### src/rtl/dircc_application_pkg.sv
// -----------------------------------------------------------------------------
// dircc_application_pkg
// Heat-diffusion application types: the per-device user state, the
// temperature message and the static per-device properties held in the
// thread context table.
// -----------------------------------------------------------------------------
package dircc_application_pkg;

   // 64-bit user state of one heat cell.
   typedef struct packed {
      logic [15:0] t;
      logic [15:0] accNow;
      logic [7:0]  seenNow;
      logic [15:0] accNext;
      logic [7:0]  seenNext;
   } dev_state_t;

   // Outgoing temperature message, packed into the low bits of a packet.
   typedef struct packed {
      logic        isDesignatedPacket;
      logic [15:0] t;
      logic [15:0] temp;
      logic [31:0] source;
      logic [31:0] count;
   } temp_msg_t;

   // Static properties of one device.
   typedef struct packed {
      logic [15:0] maxTime;
      logic [7:0]  neighbourCount;
      logic        isSender;
   } dev_properties_t;

   // Thread context table: four threads of two devices each, selected by
   // the low thread-address bits and the device index.
   function automatic dev_properties_t dircc_thread_contexts(input logic [1:0] thread,
                                                             input logic       device);
      dev_properties_t p;
      case ({thread, device})
         3'b00_0: p = '{maxTime: 16'd1000,  neighbourCount: 8'd4, isSender: 1'b1};
         3'b00_1: p = '{maxTime: 16'd50,    neighbourCount: 8'd4, isSender: 1'b0};
         3'b01_0: p = '{maxTime: 16'd6,     neighbourCount: 8'd4, isSender: 1'b0};
         3'b01_1: p = '{maxTime: 16'd7,     neighbourCount: 8'd3, isSender: 1'b1};
         3'b10_0: p = '{maxTime: 16'd20,    neighbourCount: 8'd2, isSender: 1'b1};
         3'b10_1: p = '{maxTime: 16'd12,    neighbourCount: 8'd4, isSender: 1'b0};
         3'b11_0: p = '{maxTime: 16'd0,     neighbourCount: 8'd4, isSender: 1'b1};
         default: p = '{maxTime: 16'hFFFF,  neighbourCount: 8'd4, isSender: 1'b0};
      endcase
      return p;
   endfunction

endpackage

### src/rtl/dircc_system_states_pkg.sv
// -----------------------------------------------------------------------------
// dircc_system_states_pkg
// System-level device run-state flags, shared by every DiRCC handler.
// A device that carries the DONE or STOPPED flag has finished its run and
// must not emit any more packets.
// -----------------------------------------------------------------------------
package dircc_system_states_pkg;

   localparam logic [7:0] DIRCC_STATE_DONE    = 8'h01;
   localparam logic [7:0] DIRCC_STATE_STOPPED = 8'h02;

   // Any of these flags means the device has halted.
   localparam logic [7:0] DIRCC_STATE_HALTED_MASK = DIRCC_STATE_DONE | DIRCC_STATE_STOPPED;

endpackage

### src/rtl/dircc_types_pkg.sv
// -----------------------------------------------------------------------------
// dircc_types_pkg
// Generic thread-level types: the per-device state record held in state
// memory, the raw packet container and the send-handler FSM encoding.
// -----------------------------------------------------------------------------
package dircc_types_pkg;

   // Device state word as stored in state memory. user_state carries the
   // application-specific record (dev_state_t for the heat application).
   typedef struct packed {
      logic [7:0]  dircc_state;
      logic [23:0] dircc_state_extra;
      logic [63:0] user_state;
   } device_state_t;

   // Raw fabric payload; application messages occupy the low bits.
   localparam int unsigned PACKET_WIDTH = 128;
   typedef logic [PACKET_WIDTH-1:0] packet_data_t;

   typedef enum logic [1:0] {
      S_IDLE   = 2'd0,
      S_EVAL   = 2'd1,
      S_SEND   = 2'd2,
      S_COMMIT = 2'd3
   } send_fsm_state_t;

endpackage

### src/rtl/dircc_gals_send_handler.sv
// -----------------------------------------------------------------------------
// dircc_gals_send_handler
// Transmit-side handler for one heat-diffusion device. On a send-slot grant
// it checks whether all neighbour contributions for the current timestep
// have arrived; if so it emits one temp_msg_t packet over a valid/ready
// handshake and then commits the advanced device state.
//
// Ports:
//   clk, reset_n         clock, asynchronous active-low reset
//   address              thread address (context index and packet source)
//   send_request         single-cycle send-slot grant
//   busy                 high while the FSM is not idle
//   read_state           current device state from state memory
//   packet_out(_valid)   outgoing packet and its valid flag
//   packet_out_ready     fabric accepts the packet
//   send_done            one-cycle completion pulse
//   send_skipped         qualifies send_done: no packet was sent
//   write_state(_valid)  updated device state and its write strobe
// -----------------------------------------------------------------------------
module dircc_gals_send_handler
   import dircc_system_states_pkg::*;
   import dircc_types_pkg::*;
   import dircc_application_pkg::*;
#(
   parameter int unsigned ADDRESS_MEM_WIDTH = 32,
   parameter              NODE_TYPE         = "default",
   parameter int unsigned DEVICE_ID         = 0
) (
   input  logic                         clk,
   input  logic                         reset_n,
   input  logic [ADDRESS_MEM_WIDTH-1:0] address,
   input  logic                         send_request,
   output logic                         busy,
   input  device_state_t                read_state,
   output packet_data_t                 packet_out,
   output logic                         packet_out_valid,
   input  logic                         packet_out_ready,
   output logic                         send_done,
   output logic                         send_skipped,
   output device_state_t                write_state,
   output logic                         write_state_valid
);

   // NODE_TYPE is a descriptive tag only; an empty tag changes nothing.
   if ($bits(NODE_TYPE) == 0) begin : g_untagged_node
   end

   localparam logic DEVICE_SEL = DEVICE_ID[0];

   send_fsm_state_t state;
   logic [31:0]     cycle_count;

   dev_state_t      old_dev;
   dev_state_t      new_dev;
   dev_properties_t props;
   temp_msg_t       msg;
   device_state_t   next_state;
   logic [15:0]     t_next;
   logic            halted;
   logic            all_seen;

   // Packet contents and the state update, derived from the current state.
   always_comb begin
      // NOTE: every variable gets a value before any conditional use, so no latch can be inferred.
      old_dev  = dev_state_t'(read_state.user_state);
      props    = dircc_thread_contexts(address[1:0], DEVICE_SEL);
      t_next   = old_dev.t + 16'd1;
      halted   = (read_state.dircc_state & DIRCC_STATE_HALTED_MASK) != 8'd0;
      all_seen = (old_dev.seenNow == props.neighbourCount);

      msg.isDesignatedPacket = props.isSender;
      msg.t                  = t_next;
      msg.temp               = old_dev.accNow;
      msg.source             = 32'(address);
      msg.count              = cycle_count;

      // Accumulators move forward one slot; the next-step slot starts empty.
      new_dev.t        = t_next;
      new_dev.accNow   = old_dev.accNext;
      new_dev.seenNow  = old_dev.seenNext;
      new_dev.accNext  = 16'd0;
      new_dev.seenNext = 8'd0;

      next_state.dircc_state       = read_state.dircc_state;
      next_state.dircc_state_extra = read_state.dircc_state_extra;
      next_state.user_state        = 64'(new_dev);
      if (t_next == props.maxTime) begin
         next_state.dircc_state = DIRCC_STATE_DONE | DIRCC_STATE_STOPPED;
      end
   end

   // Free-running cycle counter stamped into every packet; wraps.
   always_ff @(posedge clk or negedge reset_n) begin
      if (!reset_n) begin
         cycle_count <= 32'd0;
      end else begin
         // NOTE: sequential state uses non-blocking assignments so all registers update together.
         cycle_count <= cycle_count + 32'd1;
      end
   end

   always_ff @(posedge clk or negedge reset_n) begin
      if (!reset_n) begin
         // NOTE: the packet and write data are reset too, so outputs are defined zeros after reset.
         state             <= S_IDLE;
         packet_out        <= '0;
         packet_out_valid  <= 1'b0;
         send_done         <= 1'b0;
         send_skipped      <= 1'b0;
         write_state       <= '0;
         write_state_valid <= 1'b0;
      end else begin
         send_done         <= 1'b0;
         send_skipped      <= 1'b0;
         write_state_valid <= 1'b0;

         unique case (state)
            S_IDLE: begin
               if (send_request) begin
                  if (halted) begin
                     // Finished devices answer at once without sending.
                     send_done    <= 1'b1;
                     send_skipped <= 1'b1;
                  end else begin
                     state <= S_EVAL;
                  end
               end
            end

            S_EVAL: begin
               if (all_seen) begin
                  packet_out       <= PACKET_WIDTH'(msg);
                  packet_out_valid <= 1'b1;
                  write_state      <= next_state;
                  state            <= S_SEND;
               end else begin
                  send_done    <= 1'b1;
                  send_skipped <= 1'b1;
                  state        <= S_IDLE;
               end
            end

            S_SEND: begin
               // packet_out is held untouched until the fabric takes it.
               if (packet_out_valid && packet_out_ready) begin
                  packet_out_valid  <= 1'b0;
                  write_state_valid <= 1'b1;
                  send_done         <= 1'b1;
                  state             <= S_COMMIT;
               end
            end

            S_COMMIT: begin
               state <= S_IDLE;
            end

            default: begin
               state <= S_IDLE;
            end
         endcase
      end
   end

   assign busy = (state != S_IDLE);

endmodule

### config.mk
export PLATFORM = sky130hd
export DESIGN_NAME = dircc_gals_send_handler
export DESIGN_NICKNAME = d
export VERILOG_FILES = /design/src/rtl/dircc_application_pkg.sv /design/src/rtl/dircc_system_states_pkg.sv /design/src/rtl/dircc_types_pkg.sv /design/src/rtl/dircc_gals_send_handler.sv
export SDC_FILE = /design/constraint.sdc
export NUM_CORES = 1
export LEC_CHECK = 0
export CAP_MARGIN = 10
export CORE_UTILIZATION = 43
export DETAILED_ROUTE_END_ITERATION = 12
export GPL_TIMING_DRIVEN = 0
export PLACE_DENSITY_LB_ADDON = 0.3
export SLEW_MARGIN = 5
export SYNTH_ARGS = -nofsm -noshare
export SYNTH_HDL_FRONTEND = slang
export SYNTH_SLANG_ARGS = --single-unit
export TNS_END_PERCENT = 20
### constraint.sdc
create_clock -name clk -period 2.8 [get_ports clk]
set_input_delay 0.84 -clock clk [delete_from_list [all_inputs] [get_ports clk]]
set_output_delay 0.84 -clock clk [all_outputs]
set_load 0.005 [all_outputs]
After elaboration in Yosys (flattened, before gate mapping) --
Cells that the tools add are included.
Operators by class: $add $sub $neg 2, equality and inequality tests 12, mux-type cells 17, reduce and logical (&&, ||, !) cells 9
Operators by type and width (count):
- 25-bit case mux with 4 select lines | 1
- 32-bit by 1-bit adder with 32-bit output, second input constant | 1
- 16-bit by 1-bit adder with 16-bit output, second input constant | 1
- 16-bit equality test | 1
- 2-bit equality test, second input constant | 4
- 8-bit equality test | 1
- 2-bit two-way mux | 4
- 8-bit two-way mux | 1
- 2-bit inequality test, second input constant | 4
- 2-bit case mux with 4 select lines | 1
- 8-bit nonzero test | 1
- 1-bit two-way mux | 7
- 3-bit AND reduction | 2
- 2-bit by 1-bit equality test with 1-bit output, second input constant | 2
- 2-bit logical NOT | 2
- 1-bit case mux with 2 select lines | 2
- 2-bit nonzero test | 2
- 1-bit case mux with 3 select lines | 1
- 2-bit AND reduction | 1
- 1-bit logical AND | 1
Storage, ports and cells: bits in registers 207, output and inout bits 229, logic and storage cells 50

Logic depth before layout (Yosys ltp) --
Gate-level depths: netlist (run 1).
depth in word-level cells 5, mapped depth 9

Least setup slack after synthesis (run 1) --
Ideal clock, no wire load.
path type in2reg, from input port read_state[48] (netlist bit), to register write_state[90] (netlist bit), library setup time 136 ps, arrival time 2647 ps, path slack 17 ps, stages on the path 7, cell sequence ha_1 inv_1 or4_1 a311o_1 o2bb2ai_1 nor4_4 nor2_1
On the way: word-level cells in the longest chain between the ends 3
Ends and longest elaborated chain:
- start, declared | line dircc_gals_send_handler.sv:34 | input device_state_t read_state,
- 16-bit by 1-bit adder with 16-bit output | line dircc_gals_send_handler.sv:67 | t_next = old_dev.t + 16'd1;
- 16-bit equality test | line dircc_gals_send_handler.sv:87 | if (t_next == props.maxTime) begin
- 8-bit two-way mux | line dircc_gals_send_handler.sv:87
- end signal, assigned | line dircc_gals_send_handler.sv:134 | write_state <= next_state;
- end, declared | line dircc_gals_send_handler.sv:40 | output device_state_t write_state,
No other way between the ends. A chain may end at the register's enable or synchronous reset.

Worst setup path in the final report (run 1) --
from input port read_state[57] (netlist bit), to register write_state[91] (netlist bit)
The elaborated chain is that of the path after synthesis.

==> flow_metrics.py, run 1 <==
metrics = {
    "sta": {
        "max_slew_margin_pct": 57.5,
        "finalHoldViolCount": 0,
        "setup_viol": 0,
        "setup_tns_ns": 0,
        "max_freq_mhz": 369,
        "rsz0062_at_grt": "yes",
        "period_minus_slack_ns": 2.71,
        "worstMarginPinSlew_ns": 0.637,
        "worst_slack_ns": 0.0927,
        "maxSlewViolCount": 0,
        "hold_ws_ns": 0.387,
        "finalCritPeriodShare_pct": 96.7,
        "fin_worst_skew_ns": 0.0101,
    },
    "yosys": {
        "netlist_top_cells_count": "dfrtp_1, mux2_2, buf_4, nand2_1, xnor2_1",
        "synth_top_area_share_pct": 57.2,
        "yosysWarnings": 0,
        "ys_seq_area_share_pct": 57.2,
        "synth-edff-count": 0,
        "synth_area_per_cell_um2": 12.8,
        "yosysMostFrequentCell": "dfrtp_1",
        "synthFlopType": "dfrtp_1",
        "postSynthCellCount": 651,
        "async_flop_share_pct": 100,
        "netlist_area_um2": 8360,
        "synthTopCellsByArea": "dfrtp_1, mux2_2, buf_4, xnor2_1, nand2_1",
        "ys_ff_latch": 191,
        "ys_types": 39,
        "synth_area_leader_cell": "dfrtp_1",
    },
    "critical_path": {
        "critPathLaunchType": "primary input",
        "r2r-start": "cycle_count[2]",
        "path_common_cell": "nor2_1",
        "crit-reg2reg-capture": "cycle_count[27]",
        "crit_chain": "clkdlybuf4s50_1 -> nand4_1 -> nor3_2 -> mux2_2 -> nor2_1 -> a21oi_1 -> nor4_4 -> buf_12 -> nor2_1",
        "arrival_ns": 3.02,
        "cpMaxStageDelayCell": "clkdlybuf4s50_1",
        "worst-setup-path-type": "primary input to flop",
        "end_kind": "flop",
        "path_max_fanout": 8,
        "worst-r2r-cell-count": 9,
        "cp.required_ns": 3.11,
        "slowest_delay_ns": 0.58,
        "r2r_slack_ns": 0.42,
    },
    "global_route": {
        "grt_start_max_net_pins": 109,
        "grt_pass1_vias": 5867,
        "grt_antenna_before_repair": 0,
        "track_usage_pct": 19.8,
        "grt_pass1_wl_um": 30600,
        "overflow": 0,
    },
    "cells_and_area": {
        "antenna_cells": 0,
        "finalNonFillerCells": 1302,
        "area_growth_pct": 51.9,
        "regArea_um2": 4780,
        "finalNetCount": 1168,
        "fin_util_pct": 67.2,
        "post-route-cell-area_um2": 12700,
        "fillCellCount": 1481,
        "layout-drive-gt1-share_pct": 26.3,
        "multi_input_area_um2": 3190,
    },
    "place": {
        "numPortBuffers": 301,
        "gp_congestion": 0.848,
        "placed_area_um2": 11900,
        "dp_hpwl_um": 15100,
        "pre_cts_ws_ns": -1.16,
        "dp_cells": 1267,
    },
    "detailed_routing": {
        "routed_wl_um": 19900,
        "num_vias": 6028,
        "viasPerCell": 4.63,
        "wire_per_inst_um": 15.2,
        "drc": 0,
        "drtIter0Drc": 156,
        "firstDrtPassIters": 4,
        "ant_nets": 0,
    },
    "pwr": {
        "power_density_nw_per_um2": 464,
        "ir_drop_v": 0.000411,
        "p_leak_nw": 6.13,
        "pwr-share-clk_pct": 44.5,
        "power.share.switching_pct": 23.0,
        "p_sw_mw": 1.36,
        "seqPwrFrac_pct": 47.4,
        "power_frac_comb_pct": 8.1,
        "p_int_mw": 4.53,
        "finalPower_mw": 5.89,
    },
    "floorplan": {
        "die_y_um": 141,
        "coreArea_um2": 18900,
        "num_rows": 50,
        "dieWidth_um": 141,
        "start_util_pct": 44.3,
        "ios": 361,
        "dieArea_um2": 20000,
    },
    "clock_tree": {
        "cts-root-buf": "clkbuf_16",
        "cts_max_path_buffers": 2,
        "htreeDepth": 4,
        "clk_latency_ns": 0.43,
        "clk_pin_slew_worst_paths_ns": 0.08,
        "cts_buffers": 17,
        "cts_tree": "yes",
        "cts_num_sinks": 191,
    },
    "worst_hold_path": {
        "min_path_type": "primary input to async pin",
    },
    "flow_run": {
        "drv_cap": 0,
    },
    "run_status": {
        "status": "finished clean",
    },
}
[power groups by stage]
stage	sequential [mW]	clock, mW	combinational, mW
finish	2.79	2.62	0.478
global route	2.79	2.79	0.523
CTS	2.79	2.68	0.479
detailed placement	2.85	0	0.475
global placement	2.85	0	0.465
floorplan	2.85	0	0.154
[worst max path at each step]
stage              startpoint              end  slack, ns  cells after the start
2_1_floorplan  read_state[48]  write_state[90]       0.02                      7
3_3_place_gp          reset_n  write_state[54]      -7.10                      1
3_5_place_dp       address[0]  write_state[91]      -1.16                      9
4_1_cts            address[1]  write_state[91]     -0.008                     10
5_1_grt        read_state[57]  write_state[91]      -0.01                      9
6_report       read_state[57]  write_state[91]       0.09                      9
[layout make-up]
cell class | count | area share, %
buffer | 97 | 5.16
clock buffer | 17 | 3.35
clock inverter | 15 | 1.75
inverter | 9 | 0.266
multi-input combinational | 408 | 25.1
sequential | 191 | 37.6
tap | 260 | 2.56
timing repair buffer | 305 | 24.2
[flip-flops by register name (all words and copies together) (netlist names), named ones only]
register / count
write_state: 71
packet_out: 82
packet_out_valid: 1
send_done: 1
send_skipped: 1
cycle_count: 32
state: 1
write_state_valid: 1
[worst max-delay path, delay by kind of cell]
family                 cells  cell delay (ns)
AND/OR/NAND/NOR            5             0.99
buffers and inverters      2             0.75
multiplexers               1             0.36
AO/OA/AOI/OAI              1             0.07
[cells by family after synthesis]
logic type | count (synthesis) | synth area share [%]
simple gates | 123 | 7.74
other cells | 1 | 0.0448
buf+inv | 106 | 7.99
mux | 134 | 18.0
fa+ha+maj | 7 | 1.05
flops | 191 | 57.2
xor+xnor | 50 | 5.24
compound gates | 39 | 2.83
[repair_timing]
action                     CTS  global route
hold buffers                 0             0
pin swaps                    3             1
resized for setup           27            16
setup endpoints to repair  155            72
setup buffers                3             0
[layout by cell type, fill, tap and decap left out, drive strengths merged, types with 8 or more instances in the layout]
cell	netlist	routed
and3	9	9
buf	74	79
clkbuf	23	42
clkdlybuf4s50	0	293
conb	1	55
dfrtp	191	191
inv	9	16
mux2	128	128
nand2	40	40
nand3	23	23
nor2	15	15
nor3	8	8
o21ai	22	22
xnor2	39	39
xor2	11	11
[routing by layer]
metal / vias up / global-route usage [%] / wire [µm]
li1: 2873 / - / -
met1: 2881 / 23.1 / 7800
met2: 255 / 34.1 / 9910
met3: 19 / 7.32 / 1910
met4: 0 / 5.77 / 232
met5: - / 0 / 0
Note: power is estimated with default switching activity, not from simulation.
==> run 2, diff against run 1 <==
Settings changed: CELL_PAD_IN_SITES_DETAIL_PLACEMENT set to 2, CELL_PAD_IN_SITES_GLOBAL_PLACEMENT set to 2, CORE_UTILIZATION 43 to 26, PLACE_DENSITY set to 0.81, PLACE_DENSITY_LB_ADDON 0.3 to not set.
==> run 2 against run 1 <==
  * Wire length rose by 31%
  * Register-to-register slack got worse by 0.03 ns
  * Die area up 64%
==> flow_metrics.py, run 2 (synthesized netlist as in run 1, its figures left out) <==
metrics = {
    "cells_and_area": {
        "finalNonFillerCells": 1447,
        "mostFrequentLayoutCell": "clkdlybuf4s50_1",
        "final_cell_mix": "clkdlybuf4s50_1, dfrtp_1, mux2_2",
        "layout-drive-gt1-share_pct": 26.6,
        "reg_top3": "packet_out x82, write_state x71, cycle_count x32",
        "finalNetCount": 1171,
        "regMostFlops": "packet_out",
        "post-route-cell-area_um2": 12800,
        "largest_reg_flops": 82,
        "area_growth_pct": 53.6,
    },
    "sta": {
        "setup_viol": 0,
        "finalCritPeriodShare_pct": 97.0,
        "rsz0062_at_grt": "no",
        "maxSlewViolCount": 0,
        "worstMarginPinSlew_ns": 0.814,
        "max_freq_mhz": 368,
        "fin_worst_skew_ns": 0.00675,
        "max_slew_margin_pct": 45.7,
        "period_minus_slack_ns": 2.72,
        "finalHoldViolCount": 0,
    },
    "critical_path": {
        "slowest_delay_ns": 0.56,
        "arrival_ns": 3.05,
        "worst-setup-path-type": "primary input to flop",
        "cp-startpoint": "read_state[59]",
        "critPathLaunchType": "primary input",
        "path_max_fanout": 8,
        "cp.required_ns": 3.13,
        "r2r_slack_ns": 0.39,
        "crit_chain": "clkdlybuf4s50_1 -> nand3_1 -> nor4_4 -> a31oi_1 -> or4_4 -> nor4_4 -> buf_6 -> nor2_1",
        "end_kind": "flop",
        "r2r-start": "cycle_count[2]",
        "cpMaxStageDelayCell": "clkdlybuf4s50_1",
        "path_common_cell": "nor4_4",
    },
    "global_route": {
        "track_usage_pct": 16.3,
        "grt_start_max_net_pins": 105,
        "overflow": 0,
        "grt_pass1_wl_um": 40800,
        "grt_antenna_before_repair": 1,
        "grt_pass1_vias": 7013,
    },
    "place": {
        "placed_area_um2": 12100,
        "dp_cells": 1409,
        "gp_congestion": 0.724,
        "dp_hpwl_um": 19600,
        "numPortBuffers": 301,
    },
    "run_status": {
        "status": "finished clean",
    },
    "detailed_routing": {
        "dr_wl_met3_um": 2020,
        "num_vias": 6285,
        "viasPerCell": 4.34,
        "ant_nets": 0,
        "drtIter0Drc": 151,
        "top_layer_used": "met4",
        "wl_met1_um": 9990,
        "wire_per_inst_um": 17.9,
        "firstDrtPassIters": 4,
        "routed_wl_um": 25900,
        "drc": 0,
        "route.met2.wl_um": 13600,
    },
    "clock_tree": {
        "cts_tree": "yes",
        "cts_buffers": 17,
        "cts_num_sinks": 191,
        "clk_latency_ns": 0.44,
        "cts-root-buf": "clkbuf_16",
        "cts_max_path_buffers": 2,
        "clk_pin_slew_worst_paths_ns": 0.07,
        "htreeDepth": 4,
    },
    "pwr": {
        "ir_drop_v": 0.000384,
        "power_density_nw_per_um2": 447,
        "p_leak_nw": 6.12,
    },
    "flow_run": {
        "drv_cap": 0,
    },
    "floorplan": {
        "start_util_pct": 26.4,
        "dieWidth_um": 181,
        "coreArea_um2": 31600,
        "die_y_um": 181,
        "ios": 361,
        "num_rows": 65,
        "dieArea_um2": 32900,
    },
    "worst_hold_path": {
        "min_path_type": "primary input to async pin",
    },
}
## run 2: cell type report
class                   count  area (µm²)
multi-input cells         408        3200
inverters                   9        33.8
diodes                      1        2.50
plain buffers              97         657
clock buffers              18         439
flip-flops and latches    191        4780
repair buffers            308        3080
clock inverters            13         151
fillers                  3318       18800
well taps                 402         503
## run 2: final timing paths
| check | endpoint | cells after the start |
|---|---|---|
| setup / recovery | write_state[95] | 8 |
| hold / removal | packet_out[34] | 1 |
| setup reg to reg | cycle_count[27] | 9 |
| hold reg to reg | cycle_count[31] | 1 |
| max in group asynchronous | write_state[57] | 2 |
| min in group clk | cycle_count[31] | 1 |
## run 2: stage by stage
step / utilization (%) / hold slack [ns] / power (mW) / setup slack (ns) / TNS [ns]
after detailed placement: 38.3 / 0.470 / 3.34 / -1.42 / -202.53
after global placement: 38.2 / 0.457 / 3.32 / -7.59 / -1641.64
final: 40.6 / 0.459 / 5.75 / 0.0843 / 0
after CTS: 40.5 / 0.463 / 5.87 / 0.00294 / 0
after global routing: 40.6 / 0.498 / 6.01 / 0.00715 / 0
after floorplan: - / 0.442 / 3.00 / 0.0168 / 0
## run 2: repair_timing
| action | CTS | global route |
|---|---|---|
| pin swaps | 5 | 5 |
| endpoints found under the setup margin | 155 | 8 |
| hold buffers | 0 | 0 |
| endpoints found under the hold margin | 0 | 0 |
| buffers inserted | 4 | 2 |
| resized for setup | 41 | 9 |
## run 2: metal layers
layer	vias up	GRT usage, %
met4	0	4.58
met1	3170	17.9
met5	-	0
met2	229	29.2
li1	2870	-
met3	16	5.87
## run 2: critical path: cells and delay by family
family / cells / cell delay, ns
AND/OR/NAND/NOR: 5 / 1.30
buffers and inverters: 2 / 0.74
AO/OA/AOI/OAI: 1 / 0.16
## run 2: report_power, final
| part | total (mW) | leakage (nW) | switching (mW) | internal [mW] |
|---|---|---|---|---|
| registers | 2.79 | 2.65 | 0.0133 | 2.78 |
| clock network | 2.46 | 0.279 | 1.18 | 1.28 |
| logic | 0.493 | 3.19 | 0.201 | 0.293 |
| total | 5.75 | 6.12 | 1.39 | 4.35 |
==> RTL change (flow settings as in run 2) <==
Set the package constant `PACKET_WIDTH` to 256 (it was 128).
--- a/src/rtl/dircc_types_pkg.sv
+++ b/src/rtl/dircc_types_pkg.sv
@@ -16,3 +16,3 @@
    // Raw fabric payload; application messages occupy the low bits.
-   localparam int unsigned PACKET_WIDTH = 128;
+   localparam int unsigned PACKET_WIDTH = 256;
    typedef logic [PACKET_WIDTH-1:0] packet_data_t;
Interface: changed (resized packet_out); port bits go from 361 to 489. The function was not compared with the original's and may differ.
==> RTL change against run 2 <==
Worst setup slack worse by 0.0099 ns; core utilization rose by 0.56 points; routed wire length rose by 25%; synthesized area up 11%; sequential cell count stayed put; power increased by 3.6%; cell area rose by 12%; critical path depth rose by 2; sequential share of layout area is 3.9 points lower; critical endpoint is now write_state[89]$_DFFE_PN0P_; highest routed layer unchanged.
==> RTL change: results (changes against run 2) <==
status -> finished, final reports clean (unchanged)
reg-to-reg endpoint -> cycle_count[31]$_DFF_PN0_ (was cycle_count[27]$_DFF_PN0_)
ys async rst share -> 100.0% (unchanged)
Seq. cell area -> 4780 sq um (unchanged)
Hold Path Class -> in2async (unchanged)
cts bufs inserted -> 17 (unchanged)
total leakage power -> 7.230 nW (was 6.120 nW)
largest net degree at the start of global routing -> 105 (unchanged)
first-pass GRT wire length -> 47.92 mm (was 40.84 mm)
Max Root-Sink Buffers -> 2 (unchanged)
antenna violations before repair -> 0 (was 1)
I/O Buffers -> 301 (unchanged)
post-route clock skew -> 0.01384 ns (was 0.006745 ns)
max incr delay on CP -> 0.56 ns (about the same)
Cells after DPL -> 1718 (was 1409)
DR WL/cell -> 18.44 um (was 17.92 um)
DRT iter0 DRCs -> 133 (was 151)
ratio of cells with drive above 1 in the final layout -> 31.31% (was 26.63%)
slowest stage cell, crit path -> or4_4 (was clkdlybuf4s50_1)
worst vdd ir -> 620.9 uV (was 384.3 uV)
Fill cells -> 3697 (was 3318)
post-synthesis cell type count -> 39 (unchanged)
Crit Path Max Fanout -> 8 (unchanged)
diode count -> 0 (was 1)
top cells by count, synth -> buf_4, dfrtp_1, mux2_2 (was dfrtp_1, mux2_2, buf_4)
RD Place Congestion -> 0.7594 (was 0.7242)
clock transition time at the flip-flop clock pins of the worst setup and hold paths -> 0.07 ns (about the same)
Max-slew headroom -> 43.15% (was 45.74%)
HPWL Detailed -> 25.25 mm (was 19.55 mm)
top post-synthesis cells by area -> dfrtp_1, buf_4, mux2_2 (was dfrtp_1, mux2_2, buf_4)
CP arrival -> 3.11 ns (was 3.05 ns)
final WL -> 32.36 mm (was 25.92 mm)
reg2reg setup slack -> 0.20 ns (was 0.39 ns)
registers with the most flip-flops -> packet_out: 82 flops, write_state: 71 flops, cycle_count: 32 flops (unchanged)
number of global-route vias before repair -> 7934 (was 7013)
vias per cell -> 4.039 (was 4.343)
crit path capture -> write_state[89]$_DFFE_PN0P_ (was write_state[95]$_DFFE_PN0P_)
Crit. Startpoint -> read_state[49] (was read_state[59])
sequential share of the synthesized area -> 51.27% (was 57.16%)
Pre-antenna DRT Iters -> 4 (unchanged)
Synth Instances -> 779 (was 651)
worst r2r src -> cycle_count[2]$_DFF_PN0_ (unchanged)
Layout Nets -> 1426 (was 1171)
GRT Overall Usage -> 17.62% (was 16.27%)
==> RTL change: worst register-to-register path, stage by stage (launching register included) <==
cell and delay, ns:
dfrtp_1 0.44, and3_1 0.22, and2_1 0.15, and3_1 0.21
and4_1 0.19, clkbuf_1 0.26, and4_1 0.27, clkbuf_1 0.37
nand3_1 0.21, xnor2_1 0.17
==> RTL change: kinds of logic after synthesis <==
group | share of synthesized area, %
buffers and inverters | 17.47
DFF | 51.27
muxes | 16.11
and+or+nand+nor | 6.939
xor gates and xnor gates | 4.697
AOI/OAI and AO/OA | 2.537
adders and majority gates | 0.9394
other | 0.04022
==> RTL change: metrics by stage <==
step                      worst slack (ns)  instance area [sq um]  hold WS, ns
after floorplan                    0.01680                  10010       0.4416
after global placement              -7.672                  13590       0.4581
after detailed placement            -1.551                  13620       0.4715
after CTS                         0.002656                  14360       0.4761
after global routing             0.0001603                  14360       0.5046
final                              0.07442                  14360       0.4586
==> RTL change: layout make-up <==
type                    instances  share of cell area, %
repair buffers                307                  21.50
clock buffers                  18                  2.989
flip-flops and latches        191                  33.28
inverters                       9                 0.2353
clock inverters                14                  1.054
well taps                     455                  3.964
plain buffers                 225                  11.32
multi-input cells             536                  25.66
==> RTL change: metal layers <==
metal | wire length [um] | GRT usage [%] | up-vias
met3 | 2783 | 5.838 | 33
met1 | 11660 | 18.12 | 3483
li1 | - | - | 3255
met2 | 17170 | 32.85 | 318
met5 | 0 | 0 | -
met4 | 743 | 6.471 | 0
==> RTL change: how the worst min path moves through the flow <==
stage	endpoint	cells after the start	slack, ns	from
global placement	cycle_count[31]$_DFF_PN0_	1	0.46	cycle_count[31]$_DFF_PN0_
CTS	packet_out[63]$_DFFE_PN0P_	1	0.48	reset_n
detailed placement	cycle_count[31]$_DFF_PN0_	1	0.47	cycle_count[31]$_DFF_PN0_
finish	packet_out[49]$_DFFE_PN0P_	1	0.46	reset_n
global route	cycle_count[31]$_DFF_PN0_	1	0.50	cycle_count[31]$_DFF_PN0_
floorplan	cycle_count[31]$_DFF_PN0_	1	0.44	cycle_count[31]$_DFF_PN0_
==> RTL change: timing repair <==
action | in CTS | in global routing
setup buffers | 5 | 0
gates cloned | 0 | 0
hold buffers | 0 | 0
endpoints found under the setup margin | 155 | 80
resized for setup | 52 | 12
pin swaps | 9 | 2
==> RTL change: where the power goes <==
part / switching (mW) / total, mW / internal, mW / leakage, nW
sequential: 0.0146 / 2.79 / 2.78 / 2.65
clock: 1.21 / 2.47 / 1.26 / 0.281
combinational: 0.283 / 0.688 / 0.405 / 4.30
